<file path="config.mk">
export PLATFORM = sky130hd
export DESIGN_NAME = seven_seg_scan
export DESIGN_NICKNAME = d
export VERILOG_FILES = /design/src/rtl/seven_seg_scan.sv
export SDC_FILE = /design/constraint.sdc
export NUM_CORES = 1
export LEC_CHECK = 0
export CAP_MARGIN = 15
export CORE_MARGIN = 5
export CORE_UTILIZATION = 45
export CTS_BUF_LIST = sky130_fd_sc_hd__clkbuf_8
export DETAILED_ROUTE_END_ITERATION = 16
export MAX_ROUTING_LAYER = met4
export PLACE_DENSITY = 0.67
export SYNTH_ARGS = -nofsm -noshare
export SYNTH_HDL_FRONTEND = slang
export SYNTH_SLANG_ARGS = --single-unit
export TNS_END_PERCENT = 50
</file>
<file path="constraint.sdc">
create_clock -name clk -period 4.3 [get_ports clk]
set_input_delay 1.29 -clock clk [delete_from_list [all_inputs] [get_ports clk]]
set_output_delay 1.29 -clock clk [all_outputs]
set_load 0.005 [all_outputs]
</file>
<file path="src/rtl/seven_seg_scan.sv">
// -----------------------------------------------------------------------------
// seven_seg_scan
//
// Time-multiplexed driver for an NDIG-digit seven-segment display. A prescaler
// divides clk by DIV+1 to make a refresh tick. Each tick advances to the next
// digit and registers that digit's segment pattern and one-hot enable.
//
// Pattern data is double-buffered. `load` captures seg_in into a staging
// register, and the staged value moves to the shadow register only when the
// scan wraps to digit 0. All digits of one frame therefore come from one
// snapshot, and an update never tears mid-frame.
//
// Ports
//   clk         in   system clock, rising edge
//   rst         in   asynchronous active-high reset
//   en          in   scan enable; 0 freezes prescaler, digit index and outputs
//   seg_in      in   7*NDIG pattern bits; digit k at [7k+6:7k], bit 0 = seg a
//   load        in   1-cycle strobe: capture seg_in into the staging register
//   blank_mask  in   bit k = 1 forces digit k dark (sampled at its tick)
//   segment     out  registered segment drive for the active digit
//   anode       out  registered one-hot digit enable
//   digit_idx   out  index of the digit currently driven
//   sig         out  1-cycle pulse on each refresh tick
//   frame_done  out  1-cycle pulse when the scan wraps to digit 0
// -----------------------------------------------------------------------------
module seven_seg_scan #(
    parameter int NDIG       = 4,
    parameter int DIV        = 750,
    parameter int CBITS      = 10,
    parameter bit ACTIVE_LOW = 1'b0,
    localparam int IW        = (NDIG > 1) ? $clog2(NDIG) : 1
) (
    input  logic                clk,
    input  logic                rst,
    input  logic                en,
    input  logic [7*NDIG-1:0]   seg_in,
    input  logic                load,
    input  logic [NDIG-1:0]     blank_mask,
    output logic [6:0]          segment,
    output logic [NDIG-1:0]     anode,
    output logic [IW-1:0]       digit_idx,
    output logic                sig,
    output logic                frame_done
);

    localparam logic [CBITS-1:0] DIV_C    = CBITS'(DIV);
    localparam logic [IW-1:0]    LAST_IDX = IW'(NDIG - 1);
    // XOR masks that turn logical "lit" values into the physical drive level.
    localparam logic [6:0]       SEG_FLIP = {7{ACTIVE_LOW}};
    localparam logic [NDIG-1:0]  AN_FLIP  = {NDIG{ACTIVE_LOW}};

    logic [CBITS-1:0]  cnt_q, cnt_d;
    logic [IW-1:0]     idx_q, idx_d;
    logic [7*NDIG-1:0] stage_q, stage_d;
    logic [7*NDIG-1:0] shadow_q, shadow_d;
    logic              pending_q, pending_d;
    logic [6:0]        segment_q, segment_d;
    logic [NDIG-1:0]   anode_q, anode_d;
    logic              sig_q, sig_d;
    logic              frame_done_q, frame_done_d;

    logic              tick;
    logic              wrap;
    logic [IW-1:0]     nxt;
    logic [7*NDIG-1:0] frame_src;
    logic [6:0]        seg_field;

    // NOTE: every signal assigned in always_comb gets a default first, so no
    // path leaves it unassigned and no latch is inferred.
    always_comb begin
        cnt_d        = cnt_q;
        idx_d        = idx_q;
        stage_d      = stage_q;
        shadow_d     = shadow_q;
        pending_d    = pending_q;
        segment_d    = segment_q;
        anode_d      = anode_q;
        sig_d        = 1'b0;
        frame_done_d = 1'b0;

        tick = en && (cnt_q == DIV_C);
        nxt  = (idx_q == LAST_IDX) ? '0 : idx_q + IW'(1);
        wrap = tick && (nxt == '0);

        // Data for the digit selected by this tick. At a wrap, a load in the
        // same cycle wins over staged data. Digit 0 sees the new frame at once,
        // without waiting a cycle for the shadow register.
        frame_src = shadow_q;
        if (wrap) begin
            if (load) begin
                frame_src = seg_in;
            end else if (pending_q) begin
                frame_src = stage_q;
            end
        end
        seg_field = frame_src[7*nxt +: 7];

        if (en) begin
            cnt_d = tick ? '0 : cnt_q + CBITS'(1);
        end

        if (tick) begin
            idx_d        = nxt;
            anode_d      = AN_FLIP ^ (NDIG'(1) << nxt);
            segment_d    = SEG_FLIP ^ (blank_mask[nxt] ? 7'h00 : seg_field);
            sig_d        = 1'b1;
            frame_done_d = wrap;
        end

        if (wrap) begin
            shadow_d = frame_src;
        end

        // A load at a wrap is consumed immediately, so nothing stays pending.
        if (load) begin
            stage_d   = seg_in;
            pending_d = !wrap;
        end else if (wrap) begin
            pending_d = 1'b0;
        end
    end

    // NOTE: state registers use non-blocking assignments. Every flop then
    // samples the values from before the edge, whatever the statement order.
    always_ff @(posedge clk or posedge rst) begin
        if (rst) begin
            cnt_q        <= '0;
            idx_q        <= LAST_IDX;
            stage_q      <= '0;
            shadow_q     <= '0;
            pending_q    <= 1'b0;
            segment_q    <= SEG_FLIP;
            anode_q      <= AN_FLIP;
            sig_q        <= 1'b0;
            frame_done_q <= 1'b0;
        end else begin
            cnt_q        <= cnt_d;
            idx_q        <= idx_d;
            stage_q      <= stage_d;
            shadow_q     <= shadow_d;
            pending_q    <= pending_d;
            segment_q    <= segment_d;
            anode_q      <= anode_d;
            sig_q        <= sig_d;
            frame_done_q <= frame_done_d;
        end
    end

    assign segment    = segment_q;
    assign anode      = anode_q;
    assign digit_idx  = idx_q;
    assign sig        = sig_q;
    assign frame_done = frame_done_q;

endmodule

</file>
==> results of run 1 <==
## metrics by stage
step	hold WS, ns	instances
finish	0.495	535
global route	0.523	535
CTS	0.499	535
detailed placement	0.480	519
global placement	0.470	519
floorplan	0.465	376
## critical path, stage by stage
cell	delay [ns]
clkdlybuf4s50_1	0.64
nand4_4	0.17
or3_4	0.54
or4b_1	0.55
a211o_1	0.23
nand4_1	0.08
## layout by cell type, fill, tap and decap left out, types with 7 or more instances in the layout
| master | instances |
|---|---|
| a21oi_1 | 21 |
| buf_4 | 8 |
| clkbuf_8 | 10 |
| clkdlybuf4s50_1 | 49 |
| dfrtp_1 | 80 |
| ha_1 | 7 |
| inv_1 | 15 |
| mux2_2 | 38 |
| nand2_1 | 32 |
| nand3_1 | 7 |
| nor2_1 | 28 |
| nor2b_1 | 7 |
| o211ai_1 | 8 |
| o21ai_0 | 13 |
| o22ai_1 | 25 |
## layer usage
metal  vias to the layer above  routed length [um]  share of wire (%)  global-route usage (%)
li1                       1450                   -                  -                       -
met1                      1508                4130                 45                    23.7
met2                        66                4600                 50                    27.7
met3                        14                 320                3.5                    5.09
met4                         0                 160                1.7                    5.09
met5                         -                   0                  0                       -
## kinds of logic (layout without fill, tap and decap cells)
family,count (synthesis),in the layout,share of synthesized area [%]
XOR/XNOR,6,6,1.32
buffers and inverters,41,92,4.14
AND/OR/NAND/NOR,101,101,13.3
flip-flops,82,82,51.4
adder cells (fa/ha/maj),7,7,2.19
AO/OA/AOI/OAI,99,99,16.4
multiplexers,40,40,11.2
## path summary, 6_finish.rpt
| path | endpoint | slack [ns] | start |
|---|---|---|---|
| setup / recovery | segment[2]$_DFFE_PP0N_ | 1.07 | en |
| hold / removal | anode[3]$_DFFE_PP0N_ | 0.50 | anode[3]$_DFFE_PP0N_ |
| setup reg to reg | segment[6]$_DFFE_PP0N_ | 1.43 | digit_idx[0]$_DFFE_PP1N_ |
| hold reg to reg | anode[3]$_DFFE_PP0N_ | 0.50 | anode[3]$_DFFE_PP0N_ |
| max in group asynchronous | shadow_q[1]$_DFFE_PP0N_ | 2.15 | rst |
| min in group asynchronous | sig$_DFF_PP0_ | 1.36 | rst |
## sequential cells by signal, indices dropped and copies added, names as in the netlist
signal	cells
anode	4
sig	1
cnt_q	10
frame_done	1
shadow_q	28
digit_idx	2
stage_q	28
segment	7
pending_q	1
## power groups by stage
| stage | Clock, mW | Sequential (mW) | Combinational [mW] |
|---|---|---|---|
| floorplan | 0 | 0.891 | 0.150 |
| global placement | 0 | 0.903 | 0.214 |
| detailed placement | 0 | 0.906 | 0.220 |
| CTS | 0.606 | 0.891 | 0.222 |
| global route | 0.643 | 0.902 | 0.247 |
| finish | 0.592 | 0.891 | 0.218 |
## area by class of cell
| type | instances | area, um2 | share of cell area (%) |
|---|---|---|---|
| multi-input combinational | 253 | 1770 | 37.0 |
| clock inverter | 6 | 70.1 | 1.46 |
| tap | 108 | 135 | 2.82 |
| timing repair buffer | 58 | 556 | 11.6 |
| sequential | 82 | 2050 | 42.8 |
| clock buffer | 10 | 138 | 2.87 |
| inverter | 18 | 68.8 | 1.43 |
==> impl_summary.log, run 1 <==
INFO  metric synthToLayoutAreaGrowth = 20.1%
INFO  metric final_net_count = about 470
INFO  metric routabilityCongestion = 0.861
INFO  metric clkPwrFrac = 34.8%
INFO  metric place.port_buffers = 50
INFO  metric gr-usage-all-layers = a little under a fifth
INFO  metric h-tree-depth = 3
INFO  metric route.vias.total = 3038
INFO  metric core-area = 0.00868 mm2
INFO  metric hold_buffers = 0
INFO  metric cts.sink_count = 82
INFO  metric final_design_area_no_fill = 0.00480 mm2
INFO  metric chipHeight = around 100 um
INFO  metric worst_slack = 1.07 ns
INFO  metric synth_top_cell_by_area = dfrtp_1
INFO  metric timing.final.hold_violations = 0
INFO  metric routed_wire_length_per_instance = between 15 and 20 um
INFO  metric synth_top_flop_cell = dfrtp_1
INFO  metric yosys-top-cells-count = 80 x dfrtp_1, 38 x mux2_2, 32 x nand2_1, 28 x nor2_1, 25 x o22ai_1
INFO  metric hpwl = 6590 um
INFO  metric fin_crit_sh = 75.1%
INFO  metric path_max_fanout = 23
INFO  metric ys_ff_latch = 82
INFO  metric top_level_ports = 51
INFO  metric dp_worst_setup_slack = between 0.6 and 0.7 ns
INFO  metric p_switching = 0.467 mW
INFO  metric post-route-drc-count = 0
INFO  metric yosysWarnings = 0
INFO  metric rr_worst_depth = 6
INFO  metric overflow = 0
INFO  metric maximum_clock_insertion_buffer_count = 2
INFO  metric core_utilization_of_the_finished_layout = 55.3%
INFO  metric postSynthNetCount = 419
INFO  metric worst_slew_pin_slew = a little under 0.9 ns
INFO  metric cts_buffers = 9
INFO  metric syn_inst = approximately 380
INFO  metric critPathArrivalTime = approximately 3.5 ns
INFO  metric grt_setup_unrepaired = false
INFO  metric hold_depth = 2
INFO  metric first_global_vias = 3105
INFO  metric n_antenna_cell = 0
INFO  metric p_leak = 2.09 nW
INFO  metric synth_top_cell_area_share = 50.1%
INFO  metric placed_area = 0.00459 mm2
INFO  metric antenna_found_initial = 0
INFO  metric final-max-slew-violation-count = 0
INFO  metric number_of_drc_markers_after_the_initial_detailed_route_iteration = ~120
INFO  metric insertion_delay = 0.36 ns
INFO  metric power.density = 355 mW/mm2
INFO  metric synth-async-reset-ratio = 100%
INFO  metric drtPass1Iterations = 5
INFO  metric power_frac_comb = around an eighth
INFO  metric worst-setup-path-type = input pin to register
INFO  metric cts_root_buffer = clkbuf_8
INFO  metric filler_cell_count = ~760
INFO  metric synth_area_per_cell = 10.6 um2
INFO  metric maximum_number_of_pins_on_one_net_before_global_route_repair = 45
INFO  metric timing.fmax = between 0.3 and 0.4 GHz
INFO  metric cp_data_required_time = 4.59 ns
INFO  metric post_synth_num_cell_types = 47
INFO  metric detail_route.wirelength = 9210 um
INFO  metric seqPwrFrac = 52.4%
INFO  metric worst_slew_margin_rel = 41.8%
INFO  metric yosys.cell_count.top_type = dfrtp_1
INFO  metric min_period = ~3.2 ns
INFO  metric ys_seq_area_share = 51.4%
INFO  metric design.die.area = 0.0109 mm2
INFO  metric status = completed
INFO  metric element_type_at_the_critical_path_end = register
INFO  metric totalNegativeSetupSlack = 0 ns
INFO  metric clkTransAtPathRegs = 0.09 ns
INFO  metric tritoncts = yes
INFO  metric post_synth_instance_area = 0.00399 mm2
INFO  metric netlist_top_cells_area = dfrtp_1 50%, mux2_2 11%, o22ai_1 3.9%
INFO  metric min_path_type = register to register
INFO  metric cts_post_setup_buffers_inserted = 0
INFO  metric cts_resized = 0
INFO  metric power_switching_share = between 20 and 30%
INFO  metric internal-power = approximately 1.2 mW
INFO  metric vdd_ir_drop_max = 0.183 mV
INFO  metric post_drt_via_cell_ratio = 5.68
INFO  metric antenna_violating_nets_post_route = 0
INFO  metric power_after_layout = 1.70 mW
INFO  metric row_count = 34
INFO  metric drive_above_1_share = between 15 and 20%
INFO  metric setup_viol_count_final = 0
INFO  metric critPathLaunchType = input pin
INFO  metric synth_edf_count = 0
INFO  metric maxCapViolations = 0
INFO  metric dieWidth = 104 um
INFO  metric clock-skew-final = between 0.01 and 0.015 ns
INFO  metric grt_pass1_wl = about 15000 um
INFO  metric floorplan.initialDensity = 46.0%
(Power assumes the default switching activity.)
==> inputs of run 2 (changes only) <==
==> constraint.sdc (replaced) <==
create_clock -name clk -period 3.15 [get_ports clk]
set_input_delay 0.945 -clock clk [delete_from_list [all_inputs] [get_ports clk]]
set_output_delay 0.945 -clock clk [all_outputs]
set_load 0.005 [all_outputs]
==> run 2 against run 1 <==
Final cell count rose by 0.75%; global-route usage rose by 0.091 points; routed wire length rose by 0.68%; sequential power rose by 37%; non-clock buffer count rose by 4; clock skew barely moved; first-iteration DRC count rose by 21%; combinational power rose by 38%; sequential share of layout area fell by 0.57 points; power rose by 38%; clock power rose by 40%; die area did not move; highest routed layer unchanged.
==> impl_summary.log, run 2 (same netlist as run 1, synthesis figures left out) <==
INFO  metric row_count = 34
INFO  metric chipHeight = 104 um
INFO  metric status = completed
INFO  metric maximum_clock_insertion_buffer_count = 2
INFO  metric timing.final.hold_violations = 0
INFO  metric fin_crit_sh = a little over four fifths
INFO  metric clock-skew-final = 0.0104 ns
INFO  metric path_max_fanout = 12
INFO  metric worst_slew_margin_rel = between 50% and 60%
INFO  metric antenna_found_initial = 0
INFO  metric top_level_ports = 51
INFO  metric critPathArrivalTime = 2.96 ns
INFO  metric post_drt_via_cell_ratio = around 5.6
INFO  metric antenna_violating_nets_post_route = 0
INFO  metric cp_data_required_time = 3.44 ns
INFO  metric vdd_ir_drop_max = 0.248 mV
INFO  metric gr-usage-all-layers = 18.2%
INFO  metric maximum_number_of_pins_on_one_net_before_global_route_repair = 55
INFO  metric grt_pass1_wl = about 16000 um
INFO  metric cts_buffers = 9
INFO  metric timing.fmax = 0.375 GHz
INFO  metric floorplan.initialDensity = a little under half
INFO  metric element_type_at_the_critical_path_end = register
INFO  metric stdcell_count = around 540
INFO  metric grt_setup_unrepaired = false
INFO  metric clkTransAtPathRegs = 0.08 ns
INFO  metric final_net_count = 469
INFO  metric n_antenna_cell = 0
INFO  metric setup_viol_count_final = 0
INFO  metric min_period = between 2 and 3 ns
INFO  metric h-tree-depth = 3
INFO  metric insertion_delay = between 0.3 and 0.4 ns
INFO  metric timing.reg2reg.setup_slack = 0.49 ns
INFO  metric design.die.area = approximately 0.011 mm2
INFO  metric place.port_buffers = 50
INFO  metric number_of_drc_markers_after_the_initial_detailed_route_iteration = 149
INFO  metric synthToLayoutAreaGrowth = 21.7%
INFO  metric routabilityCongestion = around 0.85
INFO  metric hpwl = 6600 um
INFO  metric routed_wire_length_per_instance = ~17 um
INFO  metric cts_root_buffer = clkbuf_8
INFO  metric cts_post_setup_buffers_inserted = 0
INFO  metric maxCapViolations = 0
INFO  metric dieWidth = 104 um
INFO  metric overflow = 0
INFO  metric power.density = 483 mW/mm2
INFO  metric totalNegativeSetupSlack = 0 ns
INFO  metric cts.sink_count = 82
INFO  metric layout_top_registers = shadow_q: 28 flops, stage_q: 28 flops, cnt_q: 10 flops
INFO  metric critPathLaunchType = input pin
INFO  metric worst-setup-path-type = input pin to register
INFO  metric first_global_vias = 3245
INFO  metric p_leak = 2.11 nW
INFO  metric min_path_type = register to register
INFO  metric final-max-slew-violation-count = 0
INFO  metric worst_slew_pin_slew = 0.686 ns
INFO  metric core-area = 0.00868 mm2
INFO  metric layout.cells.most_common = dfrtp_1
INFO  metric route.vias.total = 3037
INFO  metric drive_above_1_share = 18.1%
INFO  metric post-route-drc-count = 0
INFO  metric commonest_cells_after_routing_fill_and_taps_aside = 80 x dfrtp_1, 49 x clkdlybuf4s50_1, 38 x mux2_2, 32 x nand2_1, 28 x nor2_1
INFO  metric post-place-cells = 523
INFO  metric detail_route.wirelength = 9270 um
INFO  metric hold_buffers = 0
INFO  metric tritoncts = yes
INFO  metric cts_resized = 0
INFO  metric drtPass1Iterations = 4
## run 2: worst paths after layout
path,from,end,depth (start not counted)
max in group asynchronous,rst,digit_idx[0]$_DFFE_PP1N_,3
min in group asynchronous,rst,anode[3]$_DFFE_PP0N_,2
hold reg to reg,anode[0]$_DFFE_PP0N_,anode[0]$_DFFE_PP0N_,2
hold / removal,anode[0]$_DFFE_PP0N_,anode[0]$_DFFE_PP0N_,2
setup / recovery,en,segment[2]$_DFFE_PP0N_,6
setup reg to reg,digit_idx[0]$_DFFE_PP1N_,segment[0]$_DFFE_PP0N_,8
## run 2: area by class of cell
type | count | area (um2)
clock buffers | 9 | 124
flip-flops and latches | 82 | 2050
repair buffers | 62 | 611
multi-input cells | 253 | 1770
clock inverters | 7 | 93.8
inverters | 18 | 68.8
well taps | 108 | 135
fillers | 773 | 3820
## run 2: per-stage QoR
step	instance area [um2]	power (mW)	util, %	hold WS (ns)	setup slack (ns)
finish	4860	2.35	56.0	0.493	0.482
floorplan	3990	1.42	-	0.465	0.0999
CTS	4860	2.36	56.0	0.499	0.484
global placement	4640	1.53	53.5	0.473	0.174
global route	4860	2.46	56.0	0.518	0.267
detailed placement	4640	1.54	53.5	0.480	0.127
## run 2: per-layer routing
| layer | GRT usage (%) | vias up | wire length (um) |
|---|---|---|---|
| li1 | - | 1464 | - |
| met1 | 22.4 | 1504 | 4230 |
| met2 | 30.1 | 59 | 4600 |
| met3 | 4.47 | 10 | 289 |
| met4 | 4.90 | 0 | 161 |
| met5 | - | - | 0 |
## run 2: power by group
part | switching (mW) | leakage (nW) | internal (mW)
registers | 0.0872 | 1.04 | 1.13
clock network | 0.383 | 0.111 | 0.446
logic | 0.143 | 0.965 | 0.158
## run 2: critical path, cell delays in order
cell and delay, ns:
clkdlybuf4s50_1 0.53, nand4_4 0.14, or3_4 0.49, or4b_1 0.53, a211o_1 0.24, nand4_1 0.08
